<file path="src/rtl/blake2_host_tx.sv">
// blake2_host_tx: drives one BLAKE2 job into the core I/O port: 10 CONF bytes, 64-byte key/message blocks, then collects digest bytes.
// Latency: CONF byte 0 one cycle after start_i; an accepted source byte appears on data_o one cycle later; digest bytes forwarded in one cycle.
// Backpressure: msg_v_i low stalls the block stream (index holds, valid_o low); ready_i gates every block, sampled only after HOLDOFF idle cycles.
module blake2_host_tx #(
    parameter int HOLDOFF = 4
) (
    input  logic        clk,
    input  logic        reset,
    input  logic        start_i,
    input  logic [5:0]  kk_i,
    input  logic [5:0]  nn_i,
    input  logic [63:0] ll_i,
    input  logic        msg_v_i,
    input  logic [7:0]  msg_i,
    output logic        msg_rdy_o,
    output logic        valid_o,
    output logic [1:0]  cmd_o,
    output logic [7:0]  data_o,
    input  logic        ready_i,
    input  logic        hash_v_i,
    input  logic [7:0]  hash_i,
    output logic        res_v_o,
    output logic [7:0]  res_o,
    output logic [5:0]  res_idx_o,
    output logic        busy_o,
    output logic        done_o
);

    typedef enum logic [2:0] {
        S_IDLE,
        S_CONF,
        S_WAIT_RDY,
        S_BLOCK,
        S_HASH
    } state_t;

    localparam logic [1:0] CMD_CONF  = 2'd0;
    localparam logic [1:0] CMD_START = 2'd1;
    localparam logic [1:0] CMD_DATA  = 2'd2;
    localparam logic [1:0] CMD_LAST  = 2'd3;

    // Job parameters latched at start.
    state_t      state_q, state_d;
    logic [5:0]  kk_q, kk_d;
    logic [5:0]  nn_q, nn_d;
    logic [63:0] ll_q, ll_d;

    // Sequencing counters.
    logic [3:0]  conf_cnt_q, conf_cnt_d;
    logic [15:0] hold_cnt_q, hold_cnt_d;
    logic [5:0]  idx_q, idx_d;
    logic [63:0] mcnt_q, mcnt_d;
    logic [63:0] blk_cnt_q, blk_cnt_d;
    logic [5:0]  hcnt_q, hcnt_d;

    // Registered outputs.
    logic        valid_q, valid_d;
    logic [1:0]  cmd_q, cmd_d;
    logic [7:0]  data_q, data_d;
    logic        res_v_q, res_v_d;
    logic [7:0]  res_q, res_d;
    logic [5:0]  res_idx_q, res_idx_d;
    logic        done_q, done_d;

    // Block bookkeeping derived from the latched job parameters.
    logic        kk_nz;
    logic        key_blk;
    logic [63:0] data_blks;
    logic [63:0] n_blks;
    logic        last_blk;
    logic        from_src;
    logic        advance;
    logic [1:0]  blk_cmd;

    // Picks CONF byte n: key length, digest length, then the 64-bit message length LSB first.
    function automatic logic [7:0] conf_byte(input logic [3:0] n, input logic [5:0] kk,
                                             input logic [5:0] nn, input logic [63:0] ll);
        logic [63:0] sh;
        sh = ll >> {n - 4'd2, 3'b000};
        case (n)
            4'd0:    conf_byte = {2'b00, kk};
            4'd1:    conf_byte = {2'b00, nn};
            default: conf_byte = sh[7:0];
        endcase
    endfunction

    // Block count, block type and per-byte source selection.
    always_comb begin
        kk_nz     = (kk_q != 6'd0);
        key_blk   = kk_nz && (blk_cnt_q == 64'd0);
        // An empty message still needs one all-zero block unless a key block carries the job.
        if (ll_q == 64'd0) begin
            data_blks = kk_nz ? 64'd0 : 64'd1;
        end else begin
            data_blks = (ll_q >> 6) + {63'd0, |ll_q[5:0]};
        end
        n_blks    = data_blks + {63'd0, kk_nz};
        last_blk  = (blk_cnt_q == n_blks - 64'd1);
        from_src  = key_blk ? (idx_q < kk_q) : (mcnt_q < ll_q);
        advance   = !from_src || msg_v_i;
        // A first block keeps START even when it is also the final one, except its byte 63.
        if ((idx_q == 6'd63) && last_blk) begin
            blk_cmd = CMD_LAST;
        end else if (blk_cnt_q == 64'd0) begin
            blk_cmd = CMD_START;
        end else begin
            blk_cmd = CMD_DATA;
        end
    end

    // Source handshake is only offered for bytes that really come from the source; reset withdraws it at once.
    assign msg_rdy_o = (state_q == S_BLOCK) && from_src && !reset;

    // Next-state and next-output computation for the job sequencer.
    always_comb begin
        state_d    = state_q;
        kk_d       = kk_q;
        nn_d       = nn_q;
        ll_d       = ll_q;
        conf_cnt_d = conf_cnt_q;
        hold_cnt_d = hold_cnt_q;
        idx_d      = idx_q;
        mcnt_d     = mcnt_q;
        blk_cnt_d  = blk_cnt_q;
        hcnt_d     = hcnt_q;
        valid_d    = 1'b0;
        cmd_d      = cmd_q;
        data_d     = data_q;
        res_v_d    = 1'b0;
        res_d      = res_q;
        res_idx_d  = res_idx_q;
        done_d     = 1'b0;

        case (state_q)
            S_IDLE: begin
                if (start_i) begin
                    kk_d       = kk_i;
                    nn_d       = nn_i;
                    ll_d       = ll_i;
                    idx_d      = 6'd0;
                    mcnt_d     = 64'd0;
                    blk_cnt_d  = 64'd0;
                    hcnt_d     = 6'd0;
                    // CONF byte 0 goes out with the state change so CONF is exactly 10 valid cycles.
                    valid_d    = 1'b1;
                    cmd_d      = CMD_CONF;
                    data_d     = {2'b00, kk_i};
                    conf_cnt_d = 4'd1;
                    state_d    = S_CONF;
                end
            end

            S_CONF: begin
                if (conf_cnt_q == 4'd10) begin
                    hold_cnt_d = 16'd0;
                    state_d    = S_WAIT_RDY;
                end else begin
                    valid_d    = 1'b1;
                    cmd_d      = CMD_CONF;
                    data_d     = conf_byte(conf_cnt_q, kk_q, nn_q, ll_q);
                    conf_cnt_d = conf_cnt_q + 4'd1;
                end
            end

            S_WAIT_RDY: begin
                if (hold_cnt_q != 16'd0) begin
                    hold_cnt_d = hold_cnt_q - 16'd1;
                end else if (ready_i) begin
                    state_d = S_BLOCK;
                end
            end

            S_BLOCK: begin
                if (advance) begin
                    valid_d = 1'b1;
                    cmd_d   = blk_cmd;
                    data_d  = from_src ? msg_i : 8'h00;
                    idx_d   = idx_q + 6'd1;
                    if (!key_blk) begin
                        mcnt_d = mcnt_q + 64'd1;
                    end
                    if (idx_q == 6'd63) begin
                        blk_cnt_d = blk_cnt_q + 64'd1;
                        if (last_blk) begin
                            hcnt_d  = 6'd0;
                            state_d = S_HASH;
                        end else begin
                            hold_cnt_d = 16'(HOLDOFF);
                            state_d    = S_WAIT_RDY;
                        end
                    end
                end
            end

            S_HASH: begin
                if (nn_q == 6'd0) begin
                    done_d  = 1'b1;
                    state_d = S_IDLE;
                end else if (hash_v_i) begin
                    res_v_d   = 1'b1;
                    res_d     = hash_i;
                    res_idx_d = hcnt_q;
                    hcnt_d    = hcnt_q + 6'd1;
                    if (({1'b0, hcnt_q} + 7'd1) == {1'b0, nn_q}) begin
                        done_d  = 1'b1;
                        state_d = S_IDLE;
                    end
                end
            end

            default: begin
                state_d = S_IDLE;
            end
        endcase
    end

    // State, counters and registered outputs; reset abandons any job in flight.
    always_ff @(posedge clk) begin
        if (reset) begin
            state_q    <= S_IDLE;
            kk_q       <= 6'd0;
            nn_q       <= 6'd0;
            ll_q       <= 64'd0;
            conf_cnt_q <= 4'd0;
            hold_cnt_q <= 16'd0;
            idx_q      <= 6'd0;
            mcnt_q     <= 64'd0;
            blk_cnt_q  <= 64'd0;
            hcnt_q     <= 6'd0;
            valid_q    <= 1'b0;
            cmd_q      <= 2'd0;
            data_q     <= 8'd0;
            res_v_q    <= 1'b0;
            res_q      <= 8'd0;
            res_idx_q  <= 6'd0;
            done_q     <= 1'b0;
        end else begin
            state_q    <= state_d;
            kk_q       <= kk_d;
            nn_q       <= nn_d;
            ll_q       <= ll_d;
            conf_cnt_q <= conf_cnt_d;
            hold_cnt_q <= hold_cnt_d;
            idx_q      <= idx_d;
            mcnt_q     <= mcnt_d;
            blk_cnt_q  <= blk_cnt_d;
            hcnt_q     <= hcnt_d;
            valid_q    <= valid_d;
            cmd_q      <= cmd_d;
            data_q     <= data_d;
            res_v_q    <= res_v_d;
            res_q      <= res_d;
            res_idx_q  <= res_idx_d;
            done_q     <= done_d;
        end
    end

    assign valid_o   = valid_q;
    assign cmd_o     = cmd_q;
    assign data_o    = data_q;
    assign res_v_o   = res_v_q;
    assign res_o     = res_q;
    assign res_idx_o = res_idx_q;
    assign done_o    = done_q;
    assign busy_o    = (state_q != S_IDLE);

endmodule

</file>
<file path="config.mk">
export PLATFORM = sky130hd
export DESIGN_NAME = blake2_host_tx
export DESIGN_NICKNAME = d
export VERILOG_FILES = /design/src/rtl/blake2_host_tx.sv
export SDC_FILE = /design/constraint.sdc
export NUM_CORES = 1
export LEC_CHECK = 0
export CAP_MARGIN = 40
export CORE_ASPECT_RATIO = 0.6
export CORE_MARGIN = 8
export CORE_UTILIZATION = 40
export DETAILED_ROUTE_END_ITERATION = 7
export GPL_TIMING_DRIVEN = 0
export PLACE_DENSITY = 0.66
export SYNTH_ARGS = -nofsm -noshare
export SYNTH_HDL_FRONTEND = slang
export SYNTH_SLANG_ARGS = --single-unit
</file>
<file path="constraint.sdc">
create_clock -name clk -period 5 [get_ports clk]
set_input_delay 0.5 -clock clk [delete_from_list [all_inputs] [get_ports clk]]
set_output_delay 0.5 -clock clk [all_outputs]
set_load 0.01 [all_outputs]
</file>
; ---- After elaboration in Yosys (flattened, before gate mapping)
; Index checks and enable logic that the tools add are counted.
[totals]
reg_bits = 266
in_bits = 98
output_inout_bits = 29
wordCells = 149
[classes]
add_sub_neg = 11
order_cmp = 2
eq_ne = 24
shift = 1
n_mux = 59
bitwise = 2
n_reduce_logical = 33
[op_table]
columns = cell, n
row1 = $mux 64, 6
row2 = $pmux 64 s2, 2
row3 = $add 64x1->64 const B, 2
row4 = $logic_not 64->1, 2
row5 = $mux 16, 5
row6 = $add 64x1->64, 1
row7 = $eq 64x64->1, 1
row8 = $lt 64x64->1, 1
row9 = $shr 64x7->8, 1
row10 = $sub 64x1->64 const B, 1
row11 = $add 58x1->59, 1
row12 = $pmux 16 s3, 1
row13 = $mux 6, 7
row14 = $mux 8, 4
row15 = $mux 3, 10
row16 = $ne 2x2->1 const B, 13
row17 = $pmux 8 s3, 1
row18 = $pmux 6 s3, 1
row19 = $pmux 8 s2, 1
row20 = $reduce_bool 16->1, 1
row21 = $sub 16x1->16 const B, 1
row22 = $pmux 3 s5, 1
row23 = $add 6x1->6 const B, 2
row24 = $pmux 6 s2, 1
row25 = other kinds (37), 65

; ---- Depth between registers and ports, before layout
[depth]
ltp_word = 10
depth_mapped = 23

; ---- Worst setup path before layout
; OpenSTA, ideal clock, no wires.
[synth_timing]
kind = reg2reg
start = register ll_q[0]
end = register hold_cnt_q[10]
setup_time_ns = 0.088
t_arrival_ns = 4.877
path_slack_ns = 0.035
stages_incl_launch_ff = 22
path_buffers = 5
cell_sequence = dfxtp_1 > nor4_1 > nand3_1 > ha_1 > nand4_4 > or4_4 > buf_6 > buf_6 > nor4_1 > xnor2_1 > nand4_1 > nor3_1 > clkbuf_1 > nand3_1 > a2111oi_0 > nor3_1 > nor4_2 > and3_1 > buf_2 > a21boi_2 > buf_6 > a311oi_2
[synth_via]
elab_chain_len = 8
[synth_lines]
columns = element, line_no
row1 = start: declaration, 46  ; logic [63:0] ll_q, ll_d;
row2 = start signal: assignment, 241  ; ll_q <= ll_d;
row3 = $reduce_or 6->1, 95  ; data_blks = (ll_q >> 6) + {63'd0, |ll_q[5:0]};
row4 = $add 58x1->59, 95
row5 = $mux 64, 92  ; if (ll_q == 64'd0) begin
row6 = $add 64x1->64, 97  ; n_blks = data_blks + {63'd0, kk_nz};
row7 = $sub 64x1->64, 98  ; last_blk = (blk_cnt_q == n_blks - 64'd1);
row8 = $eq 64x64->1, 98
row9 = $ne 2x2->1 (no source line), --
row10 = $reduce_and 6->1 (no source line) *, --
row11 = end signal: assignment, 243  ; hold_cnt_q <= hold_cnt_d;
row12 = end: declaration, 50  ; logic [15:0] hold_cnt_q, hold_cnt_d;
; Mark *: on every way between the ends. The rest lies on a longest branch, timed or not.
; A chain may end at the register's enable or synchronous reset.

; ---- Worst setup path in the final report
[layout_timing]
start = register ll_q[26]
end = register hold_cnt_q[8]
[layout_via]
elab_chain_len = 7
[layout_lines]
columns = element, line_no
row1 = $add 58x1->59 or $logic_not 64->1 (tied branches), "95, 92"
row2 = $mux 64, 92
row3 = $add 64x1->64, 97
row4 = $sub 64x1->64, 98
row5 = $eq 64x64->1, 98
row6 = $ne 2x2->1 (no source line), --
row7 = $reduce_and 6->1 (no source line) *, --
; Marks and branches as above.

==> impl_metrics.tcl <==
set metrics [dict create \
    outcome "finished with violations" \
    violations "negative setup slack" \
    cts_tree "yes" \
    max_freq_mhz 199 \
    synth_edf_count 0 \
    cts-root-buf "clkbuf_16" \
    synth_async_sr_flop_share_pct 0 \
    worst_pin_slew_ns 1.02 \
    ys_ff_latch 266 \
    cp-startpoint "ll_q[26]" \
    max_slew_margin_pct 31.9 \
    avgSynthCellArea_um2 7.55 \
    clkSinkCount 266 \
    floorplan.initialDensity_pct 40.7 \
    die_h_um 187 \
    finalPower_uw 9650 \
    yosysTopAreaCellShare_pct 27.3 \
    area_delta_synth_final_pct 27.5 \
    vias 21600 \
    syn-cell-area_mm2 0.0195 \
    muxShareOfSynthArea_pct 2.84 \
    rows 62 \
    worstHoldStart "ll_i[2]" \
    fin_util_pct 51.8 \
    multi_input_area_mm2 0.0144 \
    grt_max_degree 16 \
    drc 0 \
    ctsLongestPathBuffers 3 \
    power.internal_uw 5350 \
    dr.first_iter.drc_count 3013 \
    finalSetupViolCount 4 \
    p_clk_share_pct 22.3 \
    regArea_mm2 0.00537 \
    synthTopCellsByArea "dfxtp_1 (27%), xnor2_1 (8.1%), nand2_1 (6.7%)" \
    hold_class "primary input to flip-flop" \
    synth_top_family_by_area "simple AND/OR/NAND/NOR gates" \
    place_worst_setup_slack_ns -1.65 \
    fin_cells 3492 \
    synth_xor_area_share_pct 11.4 \
    critical_path_required_ns 5.49 \
    fin_nets 3013 \
    hpwl_um 67700 \
    grt_util_all_layers_pct 28.4 \
    worstSetupPathType "flip-flop to flip-flop" \
    seqPwrFrac_pct 26.8 \
    yosys_warnings 0 \
    synthDistinctLibCells 91 \
    ir_drop_mv 0.285 \
    clk_latency_ns 0.61 \
    grt_pass1_wl_um 125000 \
    n_fill_cell 4566 \
    drv_cap 0 \
    place_congestion 1.03 \
    antenna_found_initial 2 \
    skew_ns 0.0353 \
    drive_gt1_share_pct 16.2 \
    overflow 0 \
    clk_pin_slew_ns 0.07 \
    yosys.area.top_type "dfxtp_1" \
    leakagePower_uw 0.00899 \
    antenna_left 0 \
    synth-simple-area-share_pct 31.8 \
    crit-reg2reg-launch "ll_q[26]" \
    p_sw_uw 4300 \
    cts_buffers 28 \
    power.density_mw_per_mm2 388 \
    synth_nets 2763 \
    num_io_pins 127 \
    rsz0062_at_grt "true" \
    die_w_um 301 \
    syn_inst 2580 \
    grt_pass1_vias 19600 \
    wl_per_cell_um 24.4 \
    p_sw_share_pct 44.5 \
    endpoint_kind "flip-flop" \
    start_kind "flip-flop" \
    slew_viol_final 0 \
    setup_tns_ns -0.0566 \
    dr.pass1.iters 7 \
    fin_ws_ns -0.0354 \
    synth_compound_area_share_pct 15.2 \
    via_per_inst 6.18 \
    comb_power_share_pct 50.9 \
    r2r_slack_ns -0.04 \
    cp.arrival_ns 5.53 \
    critical_path.max_fanout 10 \
    htreeDepth 1 \
    portBuffers 125 \
    synth_seq_area_share_pct 27.3 \
    placed_cells 3358 \
    hold_viol 0 \
    min_period_ns 5.04 \
    synthFlopType "dfxtp_1" \
    synthAdderAreaFrac_pct 5.46 \
    totalWireLength_um 85200 \
    post-route-period-util_pct 101 \
    die_area_mm2 0.0563 \
    core_area_mm2 0.0479 \
]
[final cells by class]
class	count	share of cell area, %
buffer	153	3.06
antenna	1	0.0101
timing repair buffer	236	8.69
inverter	120	1.87
clock buffer	40	3.24
multi-input combinational	2025	57.8
sequential	266	21.6
tap	640	3.22
clock inverter	11	0.494
[logic make-up after synthesis]
family,count (synthesis)
buf+inv,289
fa+ha+maj,85
mux,35
xor+xnor,250
simple gates,1211
flops,266
compound gates,444
[final timing paths]
kind	end	cells past startpoint
worst max-delay path	hold_cnt_q[8]	23
worst min-delay path	ll_q[2]	3
worst max register to register	hold_cnt_q[8]	23
worst min register to register	res_o[5]	2
[metal layers]
layer	track usage, %	routed length, um	vias up
li1	-	-	9728
met4	5.53	1900	2
met2	36.1	31100	1343
met5	0	20	-
met3	9.05	12000	129
met1	45.0	40200	10400
[flip-flops by register name (all words and copies together), names as in the netlist, 2 cells and up]
name	count
state_q	3
nn_q	6
kk_q	6
blk_cnt_q	64
res_o	8
cmd_o	2
data_o	8
idx_q	6
res_idx_o	6
hold_cnt_q	16
ll_q	64
conf_cnt_q	4
mcnt_q	64
hcnt_q	6
[power groups by stage]
stage	Sequential [uW]	Clock, uW	Combinational [uW]
2_1_floorplan	2470	0	2660
3_3_place_gp	2520	0	3930
3_5_place_dp	2530	0	4010
4_1_cts	2550	2190	4390
5_1_grt	2600	2280	5180
6_report	2580	2160	4910
[cell usage after synthesis, types with 68 or more instances]
library cell / instances
ha_1: 85
nor4_1: 91
nor3_1: 92
xnor2_1: 180
xor2_1: 68
nand2_1: 349
a21oi_1: 171
nand4_1: 92
clkbuf_1: 118
inv_1: 118
nand3_1: 107
dfxtp_1: 266
nor2_1: 240
[per-stage QoR]
stage / cell area (um2) / hold WS, ns
5_1_grt: 24800 / 0.435
6_report: 24800 / 0.427
3_3_place_gp: 21500 / 0.438
2_1_floorplan: 19500 / 0.418
4_1_cts: 23800 / 0.405
3_5_place_dp: 21700 / 0.447
[critical path, stage by stage (launching register included)]
cell and delay (ns):
dfxtp_1 0.30, buf_2 0.22, nor3_2 0.28, nand4_1 0.21, nor3_4 0.23, buf_6 0.16
nand2_2 0.08, a21oi_2 0.14, ha_2 0.24, ha_4 0.19, nand2_4 0.08, nor4_4 0.29
buf_4 0.17, buf_4 0.10, nand4_1 0.10, or3_1 0.43, and2_1 0.20, a2111o_1 0.31
nor4_2 0.36, and3_4 0.23, buf_6 0.11, a21boi_4 0.06, buf_6 0.15, a311oi_2 0.25
[layout by cell type (no fill, tap or decap), types with 40 or more instances in the layout]
cell type | netlist | layout
a21o_1 | 45 | 45
a21oi_1 | 171 | 165
and3_1 | 44 | 40
buf_4 | 3 | 102
clkbuf_1 | 118 | 97
clkdlybuf4s50_1 | 0 | 125
dfxtp_1 | 266 | 243
ha_1 | 85 | 80
inv_1 | 118 | 111
nand2_1 | 349 | 343
nand3_1 | 107 | 102
nand4_1 | 92 | 92
nor2_1 | 240 | 230
nor3_1 | 92 | 77
nor4_1 | 91 | 61
o21ai_0 | 45 | 42
or3_1 | 44 | 43
xnor2_1 | 180 | 161
xor2_1 | 68 | 68
[what timing repair did]
action | 4_1_cts | 5_1_grt
endpoints found under the setup margin | 163 | 69
hold buffers | 0 | 0
pin swaps | 52 | 59
gates cloned | 1 | 1
gates resized for setup | 172 | 145
setup buffers | 51 | 46
Note: power is estimated with default switching activity, not from simulation.
